<file path="src/rtl/rv_wb_sched_pkg.sv">
// Shared types and defaults for the write-back scheduler: LLU result record,
// sizing defaults and the write-port source select.
package rv_wb_sched_pkg;

  typedef struct packed {
    logic [4:0]  rd;
    logic [31:0] data;
  } t_llu_res;

  localparam int LLU_MAX_OUT_DEF = 4;
  localparam int STARVE_MAX_DEF  = 8;

  typedef enum logic [1:0] {
    WB_NONE = 2'd0,
    WB_PIPE = 2'd1,
    WB_LLU  = 2'd2
  } t_wb_src;

endpackage

</file>
<file path="src/rtl/rv_wb_sched_if.sv">
// Decode, Q104H write-back, LLU result and RF write-port signals of the scheduler.
// slave is the scheduler side, master the pipeline/LLU/RF side.
interface rv_wb_sched_if;
  logic [4:0]  rs1_Q101H;
  logic [4:0]  rs2_Q101H;
  logic [4:0]  rd_Q101H;
  logic        llu_issue_Q101H;
  logic        stall_Q101H;
  logic        reg_write_en_Q104H;
  logic [4:0]  rd_Q104H;
  logic [31:0] wb_data_Q104H;
  logic        llu_valid;
  logic [4:0]  llu_rd;
  logic [31:0] llu_data;
  logic        llu_ready;
  logic        rf_we;
  logic [4:0]  rf_rd;
  logic [31:0] rf_wdata;
  logic [31:0] pending_mask;

  modport slave (
    input  rs1_Q101H, rs2_Q101H, rd_Q101H, llu_issue_Q101H,
    input  reg_write_en_Q104H, rd_Q104H, wb_data_Q104H,
    input  llu_valid, llu_rd, llu_data,
    output stall_Q101H, llu_ready, rf_we, rf_rd, rf_wdata, pending_mask
  );

  modport master (
    output rs1_Q101H, rs2_Q101H, rd_Q101H, llu_issue_Q101H,
    output reg_write_en_Q104H, rd_Q104H, wb_data_Q104H,
    output llu_valid, llu_rd, llu_data,
    input  stall_Q101H, llu_ready, rf_we, rf_rd, rf_wdata, pending_mask
  );
endinterface

</file>
<file path="src/rtl/rv_wb_fifo.sv">
// Small FIFO of LLU results; head is registered storage (no fall-through).
// Push while full is accepted only together with a pop.
module rv_wb_fifo
  import rv_wb_sched_pkg::*;
#(
  parameter int DEPTH = 2
) (
  input  logic     clk,
  input  logic     rst,
  input  logic     push,
  input  logic     pop,
  input  t_llu_res din,
  output logic     full,
  output logic     empty,
  output t_llu_res head
);
  localparam int PW = (DEPTH > 1) ? $clog2(DEPTH) : 1;
  localparam int CW = $clog2(DEPTH + 1);

  t_llu_res        mem_q [DEPTH];
  logic [PW-1:0]   wr_ptr_q, wr_ptr_d;
  logic [PW-1:0]   rd_ptr_q, rd_ptr_d;
  logic [CW-1:0]   cnt_q, cnt_d;
  logic            do_push, do_pop;

  assign full    = (cnt_q == CW'(DEPTH));
  assign empty   = (cnt_q == '0);
  assign head    = mem_q[rd_ptr_q];
  assign do_pop  = pop && !empty;
  assign do_push = push && (!full || do_pop);

  always_comb begin
    wr_ptr_d = wr_ptr_q;
    rd_ptr_d = rd_ptr_q;
    cnt_d    = cnt_q;
    if (do_push) wr_ptr_d = (wr_ptr_q == PW'(DEPTH - 1)) ? '0 : wr_ptr_q + 1'b1;
    if (do_pop)  rd_ptr_d = (rd_ptr_q == PW'(DEPTH - 1)) ? '0 : rd_ptr_q + 1'b1;
    case ({do_push, do_pop})
      2'b10:   cnt_d = cnt_q + 1'b1;
      2'b01:   cnt_d = cnt_q - 1'b1;
      default: cnt_d = cnt_q;
    endcase
  end

  always_ff @(posedge clk or negedge rst) begin
    if (!rst) begin
      wr_ptr_q <= '0;
      rd_ptr_q <= '0;
      cnt_q    <= '0;
    end else begin
      wr_ptr_q <= wr_ptr_d;
      rd_ptr_q <= rd_ptr_d;
      cnt_q    <= cnt_d;
    end
  end

  // Payload needs no reset: the count gates visibility.
  always_ff @(posedge clk) begin
    if (do_push) mem_q[wr_ptr_q] <= din;
  end
endmodule

</file>
<file path="src/rtl/rv_wb_sched.sv">
// Write-back scheduler: main pipe has priority on the RF write port, LLU results
// drain from a 2-entry buffer; a scoreboard of LLU destinations stalls decode.
module rv_wb_sched
  import rv_wb_sched_pkg::*;
#(
  parameter int LLU_MAX_OUT = LLU_MAX_OUT_DEF,
  parameter int STARVE_MAX  = STARVE_MAX_DEF
) (
  input logic         clk,
  input logic         rst,
  rv_wb_sched_if.slave bus
);
  localparam int OW = $clog2(LLU_MAX_OUT + 1);
  localparam int SW = $clog2(STARVE_MAX + 1);

  logic [31:0]   mask_q, mask_d;
  logic [OW-1:0] out_q, out_d;
  logic [SW-1:0] stv_q, stv_d;

  t_llu_res head, din;
  logic     full, empty, push, pop;
  logic     pipe_wr, starve, raw, waw, lim, stall, issue_ok;
  t_wb_src  src;

  assign din.rd   = bus.llu_rd;
  assign din.data = bus.llu_data;

  rv_wb_fifo #(.DEPTH(2)) u_fifo (
    .clk   (clk),
    .rst   (rst),
    .push  (push),
    .pop   (pop),
    .din   (din),
    .full  (full),
    .empty (empty),
    .head  (head)
  );

  // Outputs are forced safe while reset is held, independent of the inputs.
  assign pipe_wr  = bus.reg_write_en_Q104H && (bus.rd_Q104H != 5'd0);
  assign pop      = rst && !pipe_wr && !empty;
  assign push     = bus.llu_valid && bus.llu_ready;
  assign src      = pipe_wr ? WB_PIPE : (pop ? WB_LLU : WB_NONE);

  assign bus.llu_ready = rst && !full;

  always_comb begin
    bus.rf_we    = 1'b0;
    bus.rf_rd    = 5'd0;
    bus.rf_wdata = 32'd0;
    case (src)
      WB_PIPE: begin
        bus.rf_we    = rst;
        bus.rf_rd    = bus.rd_Q104H;
        bus.rf_wdata = bus.wb_data_Q104H;
      end
      WB_LLU: begin
        bus.rf_we    = (head.rd != 5'd0);
        bus.rf_rd    = head.rd;
        bus.rf_wdata = head.data;
      end
      default: ;
    endcase
  end

  assign starve   = (stv_q == SW'(STARVE_MAX));
  assign raw      = ((bus.rs1_Q101H != 5'd0) && mask_q[bus.rs1_Q101H]) ||
                    ((bus.rs2_Q101H != 5'd0) && mask_q[bus.rs2_Q101H]);
  assign waw      = (bus.rd_Q101H != 5'd0) && mask_q[bus.rd_Q101H];
  assign lim      = bus.llu_issue_Q101H && (out_q == OW'(LLU_MAX_OUT));
  assign stall    = !rst || raw || waw || lim || starve;
  assign issue_ok = bus.llu_issue_Q101H && !stall;

  assign bus.stall_Q101H  = stall;
  assign bus.pending_mask = mask_q;

  always_comb begin
    mask_d = mask_q;
    if (pop && (head.rd != 5'd0))                mask_d[head.rd] = 1'b0;
    if (issue_ok && (bus.rd_Q101H != 5'd0))      mask_d[bus.rd_Q101H] = 1'b1;

    case ({issue_ok, pop})
      2'b10:   out_d = out_q + 1'b1;
      2'b01:   out_d = out_q - 1'b1;
      default: out_d = out_q;
    endcase

    if (empty || pop) stv_d = '0;
    else if (!starve) stv_d = stv_q + 1'b1;
    else              stv_d = stv_q;
  end

  always_ff @(posedge clk or negedge rst) begin
    if (!rst) begin
      mask_q <= '0;
      out_q  <= '0;
      stv_q  <= '0;
    end else begin
      mask_q <= mask_d;
      out_q  <= out_d;
      stv_q  <= stv_d;
    end
  end
endmodule

</file>
<file path="src/flat_wrapper.sv">
// flat-port wrapper written by rule: the top's interface ports become plain ports
module rv_wb_sched_flat import rv_wb_sched_pkg::*;
#(
  parameter int LLU_MAX_OUT = LLU_MAX_OUT_DEF,
  parameter int STARVE_MAX  = STARVE_MAX_DEF
)
  (clk, rst, bus_rs1_Q101H, bus_rs2_Q101H, bus_rd_Q101H, bus_llu_issue_Q101H, bus_reg_write_en_Q104H, bus_rd_Q104H, bus_wb_data_Q104H, bus_llu_valid, bus_llu_rd, bus_llu_data, bus_stall_Q101H, bus_llu_ready, bus_rf_we, bus_rf_rd, bus_rf_wdata, bus_pending_mask);
  rv_wb_sched_if bus_i ();
  input logic clk;
  input logic rst;
  input wire logic [$bits(bus_i.rs1_Q101H)-1:0] bus_rs1_Q101H;
  input wire logic [$bits(bus_i.rs2_Q101H)-1:0] bus_rs2_Q101H;
  input wire logic [$bits(bus_i.rd_Q101H)-1:0] bus_rd_Q101H;
  input wire logic [$bits(bus_i.llu_issue_Q101H)-1:0] bus_llu_issue_Q101H;
  input wire logic [$bits(bus_i.reg_write_en_Q104H)-1:0] bus_reg_write_en_Q104H;
  input wire logic [$bits(bus_i.rd_Q104H)-1:0] bus_rd_Q104H;
  input wire logic [$bits(bus_i.wb_data_Q104H)-1:0] bus_wb_data_Q104H;
  input wire logic [$bits(bus_i.llu_valid)-1:0] bus_llu_valid;
  input wire logic [$bits(bus_i.llu_rd)-1:0] bus_llu_rd;
  input wire logic [$bits(bus_i.llu_data)-1:0] bus_llu_data;
  output wire logic [$bits(bus_i.stall_Q101H)-1:0] bus_stall_Q101H;
  output wire logic [$bits(bus_i.llu_ready)-1:0] bus_llu_ready;
  output wire logic [$bits(bus_i.rf_we)-1:0] bus_rf_we;
  output wire logic [$bits(bus_i.rf_rd)-1:0] bus_rf_rd;
  output wire logic [$bits(bus_i.rf_wdata)-1:0] bus_rf_wdata;
  output wire logic [$bits(bus_i.pending_mask)-1:0] bus_pending_mask;
  assign bus_i.rs1_Q101H = bus_rs1_Q101H;
  assign bus_i.rs2_Q101H = bus_rs2_Q101H;
  assign bus_i.rd_Q101H = bus_rd_Q101H;
  assign bus_i.llu_issue_Q101H = bus_llu_issue_Q101H;
  assign bus_i.reg_write_en_Q104H = bus_reg_write_en_Q104H;
  assign bus_i.rd_Q104H = bus_rd_Q104H;
  assign bus_i.wb_data_Q104H = bus_wb_data_Q104H;
  assign bus_i.llu_valid = bus_llu_valid;
  assign bus_i.llu_rd = bus_llu_rd;
  assign bus_i.llu_data = bus_llu_data;
  assign bus_stall_Q101H = bus_i.stall_Q101H;
  assign bus_llu_ready = bus_i.llu_ready;
  assign bus_rf_we = bus_i.rf_we;
  assign bus_rf_rd = bus_i.rf_rd;
  assign bus_rf_wdata = bus_i.rf_wdata;
  assign bus_pending_mask = bus_i.pending_mask;
  rv_wb_sched #(.LLU_MAX_OUT(LLU_MAX_OUT), .STARVE_MAX(STARVE_MAX)) u_core (.clk(clk), .rst(rst), .bus(bus_i));
endmodule
</file>
<file path="config.mk">
export PLATFORM = sky130hd
export DESIGN_NAME = rv_wb_sched_flat
export DESIGN_NICKNAME = d
export VERILOG_FILES = /design/src/rtl/rv_wb_sched_pkg.sv /design/src/rtl/rv_wb_sched_if.sv /design/src/rtl/rv_wb_fifo.sv /design/src/rtl/rv_wb_sched.sv /design/src/flat_wrapper.sv
export SDC_FILE = /design/constraint.sdc
export NUM_CORES = 1
export LEC_CHECK = 0
export CELL_PAD_IN_SITES_DETAIL_PLACEMENT = 1
export CELL_PAD_IN_SITES_GLOBAL_PLACEMENT = 2
export CORE_UTILIZATION = 28
export DETAILED_ROUTE_END_ITERATION = 16
export GPL_TIMING_DRIVEN = 0
export PLACE_DENSITY_LB_ADDON = 0.3
export SETUP_SLACK_MARGIN = 0.2
export SLEW_MARGIN = 20
export SYNTH_ARGS = -nofsm -noshare
export SYNTH_HDL_FRONTEND = slang
export SYNTH_SLANG_ARGS = --single-unit
</file>
<file path="constraint.sdc">
create_clock -name clk -period 2.8 [get_ports clk]
set_input_delay 0.28 -clock clk [delete_from_list [all_inputs] [get_ports clk]]
set_output_delay 0.28 -clock clk [all_outputs]
set_load 0.05 [all_outputs]
</file>
==> reports/results.ini <==
[floorplan]
core_um2 = 21220
initial_core_util_pct = 28.80
rows = 53
fp.dieW_um = 149.7
dieArea_um2 = 22420
fp.dieH_um = 149.7
io_pins = 166

[logic_synthesis]
async_reset_ff_share_pct = 36.75
synth_flop_cell = edfxtp_1
seq_area_frac_synth_pct = 53.97
synth_edf_count = 74
ys_types = 59
synth_nets = 628
yosysTopAreaCell = edfxtp_1
synth_top_area_share_pct = 36.36
synth-seq-cells = 117
syn_area_um2 = 6111
netlist_top_cells_area = edfxtp_1 (36%), dfrtp_1 (18%), mux2i_1 (12%)
synthCells = 529
ys_warn_count = 0
syn_area_per_cell_um2 = 11.55

[drt]
first_pass_iters = 5
drtAntennaViolNets = 0
drt-wirelength-per-cell_um = 19.48
drt-met1-wl_mm = 8.421
drt-total-wl_mm = 19.85
met3RoutedLength_mm = 1.523
vias = 5098
drcViolationCount = 0
wl_met2_mm = 9.653
vias_per_cell = 5.003
highest_layer = met4
drtIter0Drc = 166

[worst_setup_path]
arrival_ns = 3.05
crit_path_start_kind = primary input
path_common_cell = xor2_1
endpoint_kind = register
worst-path-buf-inv = 3
path_class = in2reg
cp_top_family = simple AND/OR/NAND/NOR gates
critical_path.cell_chain = clkdlybuf4s50_1, clkbuf_4, nand3b_1, o22ai_1, o32a_1, nor4_4, o21bai_4, nand3_2, ha_4, inv_2, fa_2, xor2_1, nor2_1, xor2_1
cpPeakStageDelay_ns = 0.51
required_ns = 3.10
slowest_stage = clkdlybuf4s50_1
crit_fanout = 10

[sta]
rsz0062_at_grt = yes
setup_violations = 0
final-hold-violation-count = 0
fin_ws_ns = 0.04332
holdWs_ns = 0.3487
relSlewSlack_pct = 38.61
period_minus_slack_ns = 2.757
maxSlewViolCount = 0
fin_skew_ns = 0.007576
post-route-period-util_pct = 98.45
tightest_slew_ns = 0.9209
fmax_mhz = 362.8

[global_route]
grt_pass1_vias = 5441
grt_pass1_wl_mm = 30.39
grt_use_total_pct = 18.19
antenna_found_initial = 0
grt_max_degree = 38
gr-total-overflow = 0

[clocking]
clk_latency_ns = 0.42
cts_max_level = 4
cts_buffers = 17
clockBufferDepth = 2
clock-sinks = 117
cts_tree = done
root_buffer = clkbuf_16
cts.clk_slew.worst_paths_ns = 0.06

[finish]
layout_commonest_cell = clkdlybuf4s50_1
mostFrequentLayoutCells = clkdlybuf4s50_1 (119), edfxtp_1 (74), mux2i_1 (71), nand2_1 (60), buf_4 (53)
fillers = 2297
fin_area_um2 = 9022
syn2layout_area_growth_pct = 47.65
num_antenna_cells = 0
drive_above_1_share_pct = 25.13
final_nets = 830

[place]
gp_congestion = 0.8643
port_buffers = 161
place_ws_ns = -0.8331
placed_area_um2 = 8170
dp_hpwl_mm = 14.49

[power]
leakage_nw = 3.550
power_density_nw_per_um2 = 844.6
ir_drop_mv = 0.4642

[outcome]
status = finished, final reports clean

[worst_hold_path]
min_path_type = in2reg

[job]
cap_violations = 0

final cells by class:
type | instances | area, um2 | share of cell area, %
flip-flops and latches | 117 | 3322 | 36.82
multi-input cells | 367 | 2763 | 30.62
repair buffers | 184 | 1727 | 19.14
clock buffers | 17 | 425.4 | 4.715
well taps | 275 | 344.1 | 3.814
plain buffers | 30 | 241.5 | 2.676
clock inverters | 15 | 147.6 | 1.636
inverters | 14 | 52.55 | 0.5824
synth_stat cells (all sizes together), types with 4 or more instances:
master  count
o21ai      69
mux2        7
a21oi       8
o31ai      32
clkbuf     14
ha          4
nand2      60
nand2b      6
inv        14
nand4       4
xor2        4
mux2i      71
buf        17
edfxtp     74
nand3b      4
xnor2       6
nor2       20
dfrtp      43
a22oi       6
mux4        5
nor2b       4
nand3      10
where the power goes:
group	internal, mW	switching (mW)
Sequential	2.20	0.304
Clock	1.24	0.845
Combinational	1.17	1.86
metrics by stage:
step	instances	TNS (ns)	total power, mW	util, %
after global placement	965	-208.61	5.358	38.43
after CTS	1015	0	7.663	42.20
final	1019	0	7.621	42.52
after global routing	1019	-0.08835	7.991	42.52
after detailed placement	966	-38.34	5.429	38.50
after floorplan	529	0	4.360	-
cells by family after synthesis:
kind of cell,count (synthesis),share of synthesized area (%)
AND/OR/NAND/NOR,130,10.38
multiplexers,83,14.89
flip-flops,117,53.97
adder cells (fa/ha/maj),5,1.147
buffers and inverters,45,3.603
AO/OA/AOI/OAI,139,14.58
XOR/XNOR,10,1.433
sequential cells by signal, summed over array words and instances (netlist names):
| name | cells |
|---|---|
| u_core.bus.pending_mask | 32 |
| u_core.u_fifo.cnt_q | 2 |
| u_core.stv_q | 4 |
| u_core.u_fifo.wr_ptr_q | 1 |
| u_core.u_fifo.mem_q | 74 |
| u_core.u_fifo.rd_ptr_q | 1 |
| u_core.out_q | 3 |
final timing paths:
path,slack [ns],end,cells after the start,start
max reg2reg,0.07,u_core.out_q[2],11,u_core.bus.pending_mask[9]
min in group asynchronous,0.40,u_core.bus.pending_mask[9],3,rst
max,0.04,u_core.out_q[2],14,bus_rd_Q101H[3]
max in group asynchronous,1.33,u_core.bus.pending_mask[13],3,rst
min,0.35,u_core.bus.pending_mask[29],3,bus_rd_Q101H[2]
min reg2reg,0.46,u_core.out_q[2],1,u_core.out_q[2]
worst register-to-register path: cells and delay by family (launching register included):
family	cells	cell delay (ns)
AO/OA/AOI/OAI	2	0.63
XOR/XNOR	2	0.28
adder cells (fa/ha/maj)	2	0.38
buffers and inverters	1	0.05
flip-flops	1	0.45
multiplexers	1	0.47
AND/OR/NAND/NOR	3	0.35
routing by layer:
layer | up-vias | GRT usage, %
met4 | 0 | 5.707
met5 | - | 0
met2 | 145 | 30.12
met3 | 17 | 6.707
li1 | 2406 | -
met1 | 2530 | 21.86
repair_timing:
action / CTS / global route
hold buffers: 2 / 0
endpoints found under the setup margin: 57 / 40
hold endpoints to repair: 13 / 0
pin swaps: 6 / 1
cloned: 1 / 0
buffers inserted: 15 / 3
resized for setup: 293 / 13
No activity file was read; power rests on OpenSTA's default activity.
